### config.mk
export PLATFORM = sky130hd
export DESIGN_NAME = gate_sweep_ctrl
export DESIGN_NICKNAME = d
export VERILOG_FILES = /design/src/rtl/gate_sweep_ctrl.sv
export SDC_FILE = /design/constraint.sdc
export NUM_CORES = 1
export LEC_CHECK = 0
export CAP_MARGIN = 20
export CELL_PAD_IN_SITES_DETAIL_PLACEMENT = 1
export CELL_PAD_IN_SITES_GLOBAL_PLACEMENT = 1
export CORE_MARGIN = 3
export CORE_UTILIZATION = 42
export DETAILED_ROUTE_END_ITERATION = 6
export PLACE_DENSITY = 0.89
export SETUP_SLACK_MARGIN = 0.02
export SYNTH_ARGS = -nofsm -noshare
export SYNTH_HDL_FRONTEND = slang
export SYNTH_SLANG_ARGS = --single-unit
export TNS_END_PERCENT = 20
### constraint.sdc
create_clock -name clk -period 1.88 [get_ports clk]
set_input_delay 0.282 -clock clk [delete_from_list [all_inputs] [get_ports clk]]
set_output_delay 0.282 -clock clk [all_outputs]
set_load 0.02 [all_outputs]
### src/rtl/gate_sweep_ctrl.sv
// rtl/gate_sweep_ctrl.sv - sweeps ab=00..11 into and1/or1/not1 and grades each vector (GATE_SWEEP_LOOP_EN: repeat sweeps)
module gate_sweep_ctrl #(
  parameter int unsigned HOLD_CYCLES = 10
) (
  input  logic       clk,
  input  logic       rst,
  input  logic       start,
  output logic       a_out,
  output logic       b_out,
  input  logic       and_in,
  input  logic       or_in,
  input  logic       not_in,
  output logic       busy,
  output logic       done,
  output logic       pass,
  output logic [2:0] err_count,
  output logic [3:0] fail_vec
);

  typedef enum logic [2:0] {
    S_IDLE   = 3'd0,
    S_DRIVE  = 3'd1,
    S_SETTLE = 3'd2,
    S_CHECK  = 3'd3,
    S_DONE   = 3'd4
  } state_t;

  localparam logic [7:0] HOLD_LAST = 8'(HOLD_CYCLES - 1);

  state_t     state;
  state_t     state_nxt;
  logic [1:0] idx;
  logic [7:0] cnt;

  logic load_vec;
  logic check_en;
  logic settle_en;
  logic sweep_clr;
  logic done_set;
  logic mismatch;

  always_ff @(posedge clk or posedge rst) begin
    if (rst) begin
      state <= S_IDLE;
    end else begin
      state <= state_nxt;
    end
  end

  always_comb begin
    state_nxt = state;
    case (state)
      S_IDLE:   if (start) state_nxt = S_DRIVE;
      S_DRIVE:  state_nxt = S_SETTLE;
      S_SETTLE: if (cnt == 8'd0) state_nxt = S_CHECK;
      S_CHECK:  state_nxt = (idx == 2'd3) ? S_DONE : S_DRIVE;
`ifdef GATE_SWEEP_LOOP_EN
      S_DONE:   state_nxt = S_DRIVE;
`else
      S_DONE:   state_nxt = S_IDLE;
`endif
      default:  state_nxt = S_IDLE;
    endcase
  end

  always_comb begin
    busy      = (state == S_DRIVE) || (state == S_SETTLE) || (state == S_CHECK);
    load_vec  = (state == S_DRIVE);
    settle_en = (state == S_SETTLE);
    check_en  = (state == S_CHECK);
    done_set  = (state == S_DONE);
`ifdef GATE_SWEEP_LOOP_EN
    sweep_clr = ((state == S_IDLE) && start) || (state == S_DONE);
`else
    sweep_clr = (state == S_IDLE) && start;
`endif
  end

  // a_out/b_out still hold the vector under test while in CHECK
  assign mismatch = (and_in != (a_out & b_out)) ||
                    (or_in  != (a_out | b_out)) ||
                    (not_in != ~a_out);

  always_ff @(posedge clk or posedge rst) begin
    if (rst) begin
      idx   <= 2'd0;
      cnt   <= 8'd0;
      a_out <= 1'b0;
      b_out <= 1'b0;
    end else begin
      if (sweep_clr) begin
        idx <= 2'd0;
      end else if (check_en && (idx != 2'd3)) begin
        idx <= idx + 2'd1;
      end

      if (load_vec) begin
        cnt   <= HOLD_LAST;
        a_out <= idx[1];
        b_out <= idx[0];
      end else if (settle_en && (cnt != 8'd0)) begin
        cnt <= cnt - 8'd1;
      end
    end
  end

  always_ff @(posedge clk or posedge rst) begin
    if (rst) begin
      err_count <= 3'd0;
      fail_vec  <= 4'd0;
      done      <= 1'b0;
      pass      <= 1'b0;
    end else begin
      done <= done_set;

      if (sweep_clr) begin
        err_count <= 3'd0;
        fail_vec  <= 4'd0;
      end else if (check_en && mismatch) begin
        fail_vec[idx] <= 1'b1;
        if (err_count != 3'd4) begin
          err_count <= err_count + 3'd1;
        end
      end

      // in loop mode DONE also restarts, so the verdict must win over the clear
      if (done_set) begin
        pass <= (err_count == 3'd0);
      end else if (sweep_clr) begin
        pass <= 1'b0;
      end
    end
  end

endmodule
==> results.sh, run 1 <==
export IMPL_crit_fanout=5
export IMPL_post_drt_wl_per_cell_um=15.8
export IMPL_rsz0062_at_grt="no"
export IMPL_cts_buffer_depth=2
export IMPL_worst_slew_pin_transition_ns=0.398
export IMPL_drt_total_wl_um=2800
export IMPL_synth_yosys_warnings=0
export IMPL_netlist_area_um2=1300
export IMPL_seq_area_frac_synth_pct=46.2
export IMPL_critical_path_endpoint_type="primary output"
export IMPL_netlist_cell_type_count=36
export IMPL_gr_max_usage_layer="met2"
export IMPL_design_die_area_um2=3800
export IMPL_synth_seq_cells=24
export IMPL_worstSetupPathType="reg2out"
export IMPL_critPathMaxStageDelay_ns=0.64
export IMPL_cts_hold_repair_buffers=0
export IMPL_report_final_slew_viol_count=0
export IMPL_timing_critical_path_arrival_ns=1.41
export IMPL_drt_iter0_markers=24
export IMPL_cpLargestDelayFamily="buffers and inverters"
export IMPL_reg2reg_slack_ns=0.22
export IMPL_worst_ir_drop_vdd_mv=0.774
export IMPL_post_route_min_period_ns=1.69
export IMPL_post_route_period_util_pct=90.0
export IMPL_rr_endpoint="cnt[3]"
export IMPL_layout_area_overhead_vs_synth_pct=19.1
export IMPL_setup_viol=0
export IMPL_hold_worst_slack_ns=0.301
export IMPL_timing_slew_headroom_pct=73.4
export IMPL_finalWeightedCongestion=0.786
export IMPL_grt_start_max_net_pins=25
export IMPL_diodes=0
export IMPL_grt_pass1_wl_um=4800
export IMPL_groute_layer_met3_usage_pct=2.10
export IMPL_final_setup_tns_ns=0
export IMPL_synth_edff_count=0
export IMPL_postSynthNetCount=139
export IMPL_p_leak_nw=0.714
export IMPL_drc_errors=0
export IMPL_clkTransAtPathRegs_ns=0.14
export IMPL_cts_htree_levels=1
export IMPL_post_synth_inst_count=125
export IMPL_grt_overflow_total=0
export IMPL_post_drt_via_cell_ratio=5.47
export IMPL_syn_mean_instance_area_um2=10.4
export IMPL_first_global_vias=1029
export IMPL_power_density_cell_area_nw_per_um2=1610
export IMPL_floorplan_core_area_um2=2850
export IMPL_timing_critical_path_buf_inv=1
export IMPL_initial_utilization_pct=45.6
export IMPL_post_dp_hpwl_um=2170
export IMPL_worstPathRequired_ns=1.60
export IMPL_clock_insertion_delay_worst_skew_ns=0.31
export IMPL_grt_util_all_layers_pct=17.3
export IMPL_max_cap_violations=0
export IMPL_final_hold_violation_count=0
export IMPL_worst_path_max_delay_cell="clkdlybuf4s50_1"
export IMPL_finalNetCount=161
export IMPL_final_fill_count=318
export IMPL_cp_start_kind="flop"
export IMPL_tritoncts_num_sinks=24
export IMPL_status="complete, no violations"
export IMPL_total_power_after_layout_mw=2.50
export IMPL_die_h_um=61.7
export IMPL_timing_critical_path_cells="clkdlybuf4s50_1"
export IMPL_final_layout_size_suffix_gt1_share_pct=13.0
export IMPL_source_of_the_worst_register_to_register_timing_path="cnt[0]"
export IMPL_floorplan_die_width_um=61.7
export IMPL_clock_skew_final_ns=0.00542
export IMPL_asyncSetResetFlopFracSynth_pct=100
export IMPL_io_buffer_count=17
export IMPL_drtPass1Iterations=4
export IMPL_io_pins=18
export IMPL_timing_hold_worst_class="in2async"
export IMPL_grt_antenna_before_repair=0
export IMPL_timing_reg2reg_worst_path_depth=6
export IMPL_groute_layer_met2_usage_pct=32.3
export IMPL_global_route_usage_met1_pct=19.9
export IMPL_vias=968
export IMPL_max_freq_mhz=591
export IMPL_dominantRegCellSynth="dfrtp_1"
export IMPL_cts_buffers=3
export IMPL_clock_tree_from_tritoncts="yes"
export IMPL_antenna_left=0
export IMPL_cts_root_buf="clkbuf_4"
export IMPL_rows=19
[worst max path at each step]
stage          slack [ns]      from  depth (start not counted)            to
2_1_floorplan        0.38  state[2]                          5  err_count[1]
3_3_place_gp         0.08    not_in                          5  err_count[1]
3_5_place_dp         0.01    not_in                          5  err_count[1]
4_1_cts              0.17    cnt[0]                          6        cnt[3]
5_1_grt              0.09     b_out                          1         b_out
6_report             0.19     b_out                          1         b_out
[registers in the layout (all words and copies together) (netlist names)]
name / flops
pass: 1
state: 3
err_count: 3
a_out: 1
cnt: 8
done: 1
fail_vec: 4
b_out: 1
idx: 2
[cells in the final DEF, fill, tap and decap left out, types with 3 or more instances in the layout]
cell	n
ha_1	8
nor3_1	3
o21ai_0	4
mux2i_1	4
a22o_1	4
dfrtp_1	21
clkbuf_4	3
nor2_1	17
nor3b_1	3
clkdlybuf4s50_1	16
nand2_1	11
inv_1	9
xnor2_1	4
buf_4	4
dfrtp_2	3
[logic make-up (layout without fill, tap and decap cells)]
logic type / after synthesis / count (layout) / share of synthesized area, %
adder cells (fa/ha/maj): 8 / 8 / 7.69
buffers and inverters: 13 / 34 / 5.00
flip-flops: 24 / 24 / 46.2
XOR/XNOR: 6 / 6 / 4.04
multiplexers: 5 / 5 / 3.94
AO/OA/AOI/OAI: 17 / 17 / 10.1
AND/OR/NAND/NOR: 52 / 52 / 23.1
[power breakdown]
group	internal, mW	total [mW]	switching (mW)
clock network	0.118	0.274	0.156
registers	0.715	0.948	0.233
logic	0.607	1.28	0.671
total	1.44	2.50	1.06
[stage by stage]
stage / area [µm²] / cells / setup WS [ns] / utilization, %
4_1_cts: 1550 / 177 / 0.170 / 54.3
2_1_floorplan: 1300 / 125 / 0.378 / -
3_3_place_gp: 1500 / 172 / 0.0825 / 52.6
6_report: 1550 / 177 / 0.189 / 54.3
3_5_place_dp: 1500 / 172 / 0.0147 / 52.6
5_1_grt: 1550 / 177 / 0.0919 / 54.3
[area by class of cell]
cell class	count	area, µm²	area share (%)
clock buffers	4	36.3	2.34
multi-input cells	88	638	41.2
well taps	31	38.8	2.50
inverters	9	33.8	2.18
repair buffers	21	199	12.8
flip-flops and latches	24	604	39.0
[cell usage after synthesis (2+ instances only)]
cell	n	area share, %
ha_1	8	7.7
nand3b_1	2	1.2
a21oi_1	2	0.77
xor2_1	2	1.3
buf_4	2	1.2
and3b_1	2	1.3
a31oi_1	2	0.96
nor2_1	18	5.2
nand2_1	11	3.2
a22o_1	4	2.7
nand4_1	2	0.96
o21ai_0	4	1.5
nand3_1	2	0.77
nor3b_1	3	1.7
xnor2_1	4	2.7
inv_1	9	2.6
dfrtp_1	24	46
nor3_1	3	1.2
mux2i_1	4	3.1
[metal layers]
| layer | vias to the layer above | wire length (µm) |
|---|---|---|
| li1 | 470 | - |
| met1 | 479 | 1190 |
| met2 | 13 | 1490 |
| met3 | 6 | 58 |
| met4 | 0 | 55 |
| met5 | - | 0 |
[repair_timing]
item	4_1_cts	5_1_grt
setup buffers	1	0
endpoints found under the setup margin	1	0
gates resized for setup	5	0
Note: power is estimated with default switching activity, not from simulation.
==> inputs of run 2 (changes only) <==
CTS_CLUSTER_SIZE = 16   (was default)
==> results of run 2 <==
The final DEF is identical to that of run 1; final timing and power are the same.
